--- config.mk ---
export PLATFORM = sky130hd
export DESIGN_NAME = f32m_cube_pow_flat
export DESIGN_NICKNAME = d
export VERILOG_FILES = /design/src/rtl/f32m_cube_pow_if.sv /design/src/rtl/f32m_cube_pow.sv /design/src/flat_wrapper.sv
export SDC_FILE = /design/constraint.sdc
export NUM_CORES = 2
export LEC_CHECK = 0
export CAP_MARGIN = 30
export CORE_AREA = 2 2 304 306
export CTS_BUF_LIST = sky130_fd_sc_hd__clkbuf_8 sky130_fd_sc_hd__clkbuf_16
export DETAILED_ROUTE_END_ITERATION = 6
export DIE_AREA = 0 0 306 308
export PLACE_DENSITY = 0.71
export SETUP_SLACK_MARGIN = 0.2
export SYNTH_ARGS = -nofsm -noshare
export SYNTH_HDL_FRONTEND = slang
export SYNTH_SLANG_ARGS = --single-unit
--- constraint.sdc ---
create_clock -name clk -period 5.1 [get_ports clk]
set_clock_uncertainty 0.05 [all_clocks]
set_input_delay 1.02 -clock clk [delete_from_list [all_inputs] [get_ports clk]]
set_output_delay 1.02 -clock clk [all_outputs]
set_load 0.05 [all_outputs]
--- src/rtl/f32m_cube_pow_if.sv ---
// Handshake bundle for f32m_cube_pow: start/n/a request side, busy/done/c result side.
`timescale 1ns/1ps
interface f32m_cube_pow_if #(
  parameter int NW = 8,
  parameter int AW = 388
);
  logic          start;
  logic [NW-1:0] n;
  logic [AW-1:0] a;
  logic          busy;
  logic          done;
  logic [AW-1:0] c;

  modport master (output start, n, a, input  busy, done, c);
  modport slave  (input  start, n, a, output busy, done, c);
endinterface

--- src/rtl/f32m_cube_pow.sv ---
// Iterative Frobenius engine for GF(3^194): c = a^(3^n), one cube map per clock.
// Optional macro F32M_CUBE_POW_ORDER_REDUCE_EN folds n >= 194 down by the field order.
`timescale 1ns/1ps
module f32m_cube_pow #(
  parameter int NW = 8
) (
  input  logic            clk,
  input  logic            reset_n,
  f32m_cube_pow_if.slave  bus
);
  localparam int unsigned M   = 97;
  localparam int unsigned EW  = 2 * M;
  localparam int unsigned AW  = 2 * EW;
  localparam int unsigned DEG = 3 * (M - 1);

  typedef enum logic [1:0] {IDLE, RUN, DONE} state_e;

  state_e          state_q, state_d;
  logic [AW-1:0]   r_q, r_d;
  logic [NW-1:0]   cnt_q, cnt_d;
  logic [NW-1:0]   n_eff;

  function automatic logic [1:0] trit_add(input logic [1:0] x, input logic [1:0] y);
    logic [2:0] s;
    s = {1'b0, x} + {1'b0, y};
    return (s >= 3'd3) ? 2'(s - 3'd3) : s[1:0];
  endfunction

  function automatic logic [EW-1:0] f3m_neg(input logic [EW-1:0] x);
    logic [EW-1:0] y;
    y = '0;
    for (int unsigned i = 0; i < M; i++)
      y[2*i +: 2] = {x[2*i], x[2*i+1]};
    return y;
  endfunction

  // Cube in GF(3^97) mod x^97 + x^12 + 2: spread trits to 3i, then fold
  // top-down using x^97 = 2x^12 + 1 (folded terms may land above 96 again).
  function automatic logic [EW-1:0] f3m_cubic(input logic [EW-1:0] x);
    logic [1:0]    t [DEG+1];
    logic [EW-1:0] y;
    for (int unsigned i = 0; i <= DEG; i++)
      t[i] = '0;
    for (int unsigned i = 0; i < M; i++)
      t[3*i] = x[2*i +: 2];
    for (int unsigned d = DEG; d >= M; d--) begin
      t[d-(M-12)] = trit_add(t[d-(M-12)], {t[d][0], t[d][1]});
      t[d-M]      = trit_add(t[d-M], t[d]);
    end
    y = '0;
    for (int unsigned i = 0; i < M; i++)
      y[2*i +: 2] = t[i];
    return y;
  endfunction

  always_comb begin
`ifdef F32M_CUBE_POW_ORDER_REDUCE_EN
    n_eff = (32'(bus.n) >= 2 * M) ? NW'(32'(bus.n) - 2 * M) : bus.n;
`else
    n_eff = bus.n;
`endif
  end

  always_ff @(posedge clk or negedge reset_n) begin
    if (!reset_n) begin
      state_q <= IDLE;
      r_q     <= '0;
      cnt_q   <= '0;
    end else begin
      state_q <= state_d;
      r_q     <= r_d;
      cnt_q   <= cnt_d;
    end
  end

  always_comb begin
    state_d = state_q;
    r_d     = r_q;
    cnt_d   = cnt_q;
    unique case (state_q)
      IDLE: begin
        if (bus.start) begin
          r_d     = bus.a;
          cnt_d   = n_eff;
          state_d = (n_eff != '0) ? RUN : DONE;
        end
      end
      RUN: begin
        r_d   = {f3m_neg(f3m_cubic(r_q[AW-1:EW])), f3m_cubic(r_q[EW-1:0])};
        cnt_d = cnt_q - NW'(1);
        if (cnt_q == NW'(1))
          state_d = DONE;
      end
      DONE:    state_d = IDLE;
      default: state_d = IDLE;
    endcase
  end

  always_comb begin
    bus.busy = (state_q != IDLE);
    bus.done = (state_q == DONE);
    bus.c    = r_q;
  end

endmodule

--- src/flat_wrapper.sv ---
// flat-port wrapper written by rule: the top's interface ports become plain ports
module f32m_cube_pow_flat 
#(
  parameter int NW = 8
)
  (clk, reset_n, bus_start, bus_n, bus_a, bus_busy, bus_done, bus_c);
  f32m_cube_pow_if #(.NW(NW), .AW(388)) bus_i ();
  input  logic clk;
  input  logic reset_n;
  input wire logic [$bits(bus_i.start)-1:0] bus_start;
  input wire logic [$bits(bus_i.n)-1:0] bus_n;
  input wire logic [$bits(bus_i.a)-1:0] bus_a;
  output wire logic [$bits(bus_i.busy)-1:0] bus_busy;
  output wire logic [$bits(bus_i.done)-1:0] bus_done;
  output wire logic [$bits(bus_i.c)-1:0] bus_c;
  assign bus_i.start = bus_start;
  assign bus_i.n = bus_n;
  assign bus_i.a = bus_a;
  assign bus_busy = bus_i.busy;
  assign bus_done = bus_i.done;
  assign bus_c = bus_i.c;
  f32m_cube_pow #(.NW(NW)) u_core (.clk(clk), .reset_n(reset_n), .bus(bus_i));
endmodule
# ---- Yosys cells after proc, flatten, opt, wreduce, memory -nomap -nowiden
# Index checks and enable logic that the tools add are counted.
dict set report classes {
  addsub 873
  mul 0
  n_div 0
  magnitude_cmp 656
  n_eq_ne 5
  shift 0
  mux 664
  n_bitwise 0
  reduce_logical 6
}
# op n
set ops {}
lappend ops {{$mux W2} 659}
lappend ops {{$sub A2 B2 Y2 const B} 656}
lappend ops {{$ge A2 B2 Y1 const B} 440}
lappend ops {{$pmux W388 S2} 1}
lappend ops {{$add A2 B2 Y3} 216}
lappend ops {{$ge A3 B2 Y1 const B} 216}
lappend ops {{$mux W388} 1}
lappend ops {{$pmux W8 S2} 1}
lappend ops {{$eq A8 B1 Y1 const B} 1}
lappend ops {{$mux W8} 1}
lappend ops {{$reduce_bool A8 Y1} 1}
lappend ops {{$sub A8 B1 Y8 const B} 1}
lappend ops {{$pmux W2 S2} 1}
lappend ops {{$reduce_and A2 Y1} 2}
lappend ops {{$reduce_bool A2 Y1} 2}
lappend ops {{$eq A2 B1 Y1 const B} 1}
lappend ops {{$eq A2 B2 Y1 const B} 1}
lappend ops {{$logic_not A2 Y1} 1}
lappend ops {{$ne A2 B1 Y1 const B} 1}
lappend ops {{$ne A2 B2 Y1 const B} 1}
dict set report totals {
  regBits 398
  latchBits 0
  ramBits 0
  mem_bits_ro 0
  inputBits 399
  output_inout_bits 390
  mem_count 0
}

# ---- Logic depth before layout (Yosys ltp)
dict set report logic_depth {
  depth_word 12
  ltp_mapped 25
  depth_no_buf 25
}

# ---- Worst setup path before layout
# OpenSTA, ideal clock, no wires.
dict set report synth_timing {
  path_kind {reg2reg}
  start {register u_core.r_q[385] (netlist: u_core.bus.c[385])}
  end {register u_core.r_q[207] (netlist: u_core.bus.c[207])}
  arrival_time_ns 5.282
  t_required_ns 4.967
  path_slack_ns -0.315
  stages_incl_launch_ff 23
  path_buffers 0
  period_less_slack_ns 5.415
  cell_sequence {dfrtp_1 > nor2b_1 > inv_1 > fa_1 > inv_1 > ha_1 > nor3b_1 > o21a_1 > ha_1 > inv_1 > fa_1 > inv_1 > ha_1 > nor2b_1 > nand3_1 > o21ai_0 > ha_1 > fa_1 > ha_1 > or4b_2 > o21ai_0 > o22ai_1 > o21ai_0}
}
dict set report synth_between {
  elab_chain_cells 12
  elab_cells_between_ends 22
}
# element line_no
set synth_rtl {}
lappend synth_rtl {{start: declaration} f32m_cube_pow.sv:19} ;# logic [AW-1:0] r_q, r_d;
lappend synth_rtl {{start signal: assignment} f32m_cube_pow.sv:71} ;# r_q <= r_d;
lappend synth_rtl {{$sub A2 B2 Y2 or $ge A2 B2 Y1 (tied branches)} f32m_cube_pow.sv:26} ;# return (s >= 3'd3) ? 2'(s - 3'd3) : s[1:0];
lappend synth_rtl {{$mux W2} f32m_cube_pow.sv:26}
lappend synth_rtl {{$add A2 B2 Y3} f32m_cube_pow.sv:25} ;# s = {1'b0, x} + {1'b0, y};
lappend synth_rtl {{$ge A3 B2 Y1 or $sub A2 B2 Y2 (tied branches)} f32m_cube_pow.sv:26}
lappend synth_rtl {{$mux W2} f32m_cube_pow.sv:26}
lappend synth_rtl {{$add A2 B2 Y3 *} f32m_cube_pow.sv:25}
lappend synth_rtl {{$ge A3 B2 Y1 or $sub A2 B2 Y2 (tied branches)} f32m_cube_pow.sv:26}
lappend synth_rtl {{$mux W2 *} f32m_cube_pow.sv:26}
lappend synth_rtl {{$add A2 B2 Y3 *} f32m_cube_pow.sv:25}
lappend synth_rtl {{$ge A3 B2 Y1 or $sub A2 B2 Y2 (tied branches)} f32m_cube_pow.sv:26}
lappend synth_rtl {{$mux W2 *} f32m_cube_pow.sv:26}
lappend synth_rtl {{$pmux W388 S2 *} f32m_cube_pow.sv:80} ;# unique case (state_q)
# Mark *: on every way between the ends. The rest lies on a longest branch, timed or not.
# A chain may end at the register's enable or synchronous reset.

# ---- Worst setup path in the final report
# Same ends and word-level chain as after synthesis.

==> parameters.txt <==
Parameter                              Value

Setup path
  Critical Path, Cell by Cell    nor2b_4, ha_4, inv_2, fa_1, inv_1, ha_2, nor3b_2, o21a_1, ha_2, inv_2, fa_1, inv_2, ha_4, nor2b_4, nand3_2, o21ai_2, ha_2, fa_1, ha_2, or4b_4, o21ai_2, o22ai_2, o21ai_1
  Endpoint arrival time on the critical path    5550 ps
  Critical path's top delay family    adder cells
  Slowest cell delay on critical path    560 ps
  Peak fanout along the critical path    4
  WS Path Type    reg2reg
  Worst path bufs/invs    4
  CP most frequent cell    ha_2
  Timing startpoint of the critical path    u_core.bus.c[385]
  Required time of the critical path    5610 ps
  Element type at the critical path start    register
  Master of the slowest instance on the critical path    fa_1
  Capturing element type of the critical path    register
  Source of the worst register-to-register timing path    u_core.bus.c[385]

Synthesis
  Netlist area before placement    38500 um^2
  Dominant synthesized flop cell    dfrtp_1
  Register bit total from synthesis    398
  Yosys warning count    0
  Synthesized netlist cell count    4551
  Top-count cell post-synth    a21oi_1
  Sequential fraction of the synthesis area    25.9%
  FFs w/ async S/R, synth    100%
  Synthesized area per cell    8.46 um^2
  Top cell types by occurrence after synthesis    a21oi_1, nor2_1, nor2b_1
  Net count after synthesis    5600
  Cell type with the largest total area after synthesis    dfrtp_1
  Number of synthesized flops with an enable pin    0
  Top cells by area, synth    dfrtp_1, ha_1, fa_1
  Unique cell type count in the Yosys netlist    54
  Area share of the leading cell type in the synthesized netlist    25.9%

Global routing
  Number of antenna violations at the first check in global routing    32
  Pin count of the biggest net entering global routing    125
  GRT Util Overall    31.3%
  First-pass GRT wire length    224000 um
  Aggregate global routing overflow    0
  Number of global-route vias before repair    36000

Finish
  Final #Nets    6403
  Fraction of layout cells with a size suffix above 1    8.03%
  Final Util    55.8%
  Area growth from synthesis to final layout    31.8%

Timing
  Final clock period utilization by the worst path    98.8%
  Setup repair after global routing missed its margin    yes
  Final Slew Violations    0
  Endpoints failing setup    0
  Minimum period implied by the final worst setup slack    5040 ps
  Actual slew at the worst max-slew pin    963 ps
  Highest attainable clock frequency    198 MHz
  Max-slew headroom    35.7%
  Count of final hold-check violations    0

Placement
  Port Buffers    788
  HPWL after detailed placement    119000 um
  Final weighted congestion of routability-driven global placement    0.966

Drt
  Pre-Repair DR Iteration Count    5
  Vias per inst    5.66
  1st-iter DRT viols    3025
  DRC violation count after routing    0
  Final routed wirelength across all metal layers    153000 um
  WL per Instance    23.2 um
  Vias after detailed routing    37300
  Number of nets with antenna violations after detailed routing    0

Floorplan
  Starting density of the core    42.3%
  Total core area    91000 um^2
  Overall die area    94200 um^2
  DIE WIDTH    306 um
  Floorplan row count    111
  Top-Level Pins    789
  Overall die height    308 um

Status
  Result of the run    finished clean

Clocking
  Clock Sink Count    398
  Buffer levels on the longest clock path    3
  Clock transition at the registers of the reported paths    60 ps
  Number of hold buffers added after CTS    0
  Clk Latency, worst-skew pair    640 ps
  Root buffer cell    clkbuf_16
  TritonCTS clock tree    built
  Number of buffers added by the clock tree synthesis step    53
  Htree depth    2

Worst hold path
  Worst hold path type    in2async

Job
  MaxCap Viol Count    0
flip-flops by register name (all words and copies together) (netlist names):
register and count:
u_core.bus.c 388, u_core.cnt_q 8, u_core.state_q 2
stage by stage:
step | cells | instance area, um^2 | hold slack [ps] | TNS (ps) | setup slack (ps)
2_1_floorplan | 4551 | 38700 | 456 | 0 | 71.3
3_3_place_gp | 6412 | 47800 | 417 | 0 | 131
3_5_place_dp | 6412 | 47800 | 410 | -12.7 | -12.7
4_1_cts | 6543 | 50000 | 420 | 0 | 97.6
5_1_grt | 6594 | 50700 | 436 | -548 | -132
6_report | 6601 | 50700 | 352 | 0 | 59.8
worst reg2reg max path, stage by stage (launching register included):
cell and delay, ps:
dfrtp_2 420, nor2b_4 160, ha_4 150, inv_2 30, fa_1 490, inv_1 50
ha_2 170, nor3b_2 200, o21a_1 220, ha_2 200, inv_2 40, fa_1 560
inv_2 60, ha_4 160, nor2b_4 180, nand3_2 110, o21ai_2 90, ha_2 200
fa_1 450, ha_2 210, or4b_4 480, o21ai_2 70, o22ai_2 70, o21ai_1 140
cells by family after synthesis:
logic type / count (synthesis) / synth area share (%)
compound gates: 1095 / 16.9
simple gates: 1687 / 22.7
xor+xnor: 2 / 0.0455
buf+inv: 640 / 7.11
mux: 79 / 2.10
fa+ha+maj: 650 / 25.3
flops: 398 / 25.9
final timing paths:
| kind | endpoint | cells past startpoint | slack (ps) |
|---|---|---|---|
| max | u_core.bus.c[207] | 23 | 60 |
| max in group asynchronous | u_core.bus.c[380] | 2 | 3450 |
| min in group clk | u_core.cnt_q[3] | 1 | 420 |
| max reg2reg | u_core.bus.c[207] | 23 | 60 |
| min reg2reg | u_core.cnt_q[3] | 1 | 420 |
| min | u_core.bus.c[325] | 1 | 350 |
what timing repair did:
action                     CTS  global route
resized for setup           47           111
pin swaps                   46            87
setup endpoints to repair   25            31
setup buffers               35            38
per-layer routing:
layer,track usage (%),vias to the layer above,share of wire [%]
met5,0,-,0.059
met4,14.1,14,5.1
met3,7.57,338,8.8
met2,49.7,1550,45
met1,40.5,18100,41
li1,-,17300,-
final cells by class:
cell class / instances / area [um^2]
clock inverters: 30 / 248
well taps: 1186 / 1480
repair buffers: 921 / 9110
clock buffers: 66 / 1510
flip-flops and latches: 398 / 9980
inverters: 467 / 1760
diodes: 20 / 50.0
fillers: 8075 / 40200
multi-input cells: 3513 / 26600
placed cells by master, fill, tap and decap left out, types with 20 or more instances in the layout:
cell type / synthesis / final
nand3_1: 24 / 22
nor3b_1: 139 / 134
mux2i_1: 66 / 66
o21ai_0: 197 / 183
nor2b_1: 467 / 440
diode_2: 0 / 20
nor2_1: 509 / 503
o21ai_1: 80 / 85
ha_1: 434 / 376
o32ai_1: 94 / 91
and3_1: 45 / 45
clkbuf_16: 0 / 53
fa_1: 216 / 212
nand2_1: 275 / 275
clkdlybuf4s50_1: 0 / 787
nand3b_1: 61 / 61
ha_2: 0 / 47
nor3_1: 104 / 93
nand2b_1: 34 / 34
inv_1: 466 / 464
buf_4: 26 / 111
dfrtp_1: 398 / 382
a21oi_1: 529 / 517
nor2b_4: 0 / 22
o32a_1: 52 / 52
o211ai_1: 54 / 54
Power is not shown: default switching activity piles up to over one toggle a cycle in this logic, so the estimate is an artifact.
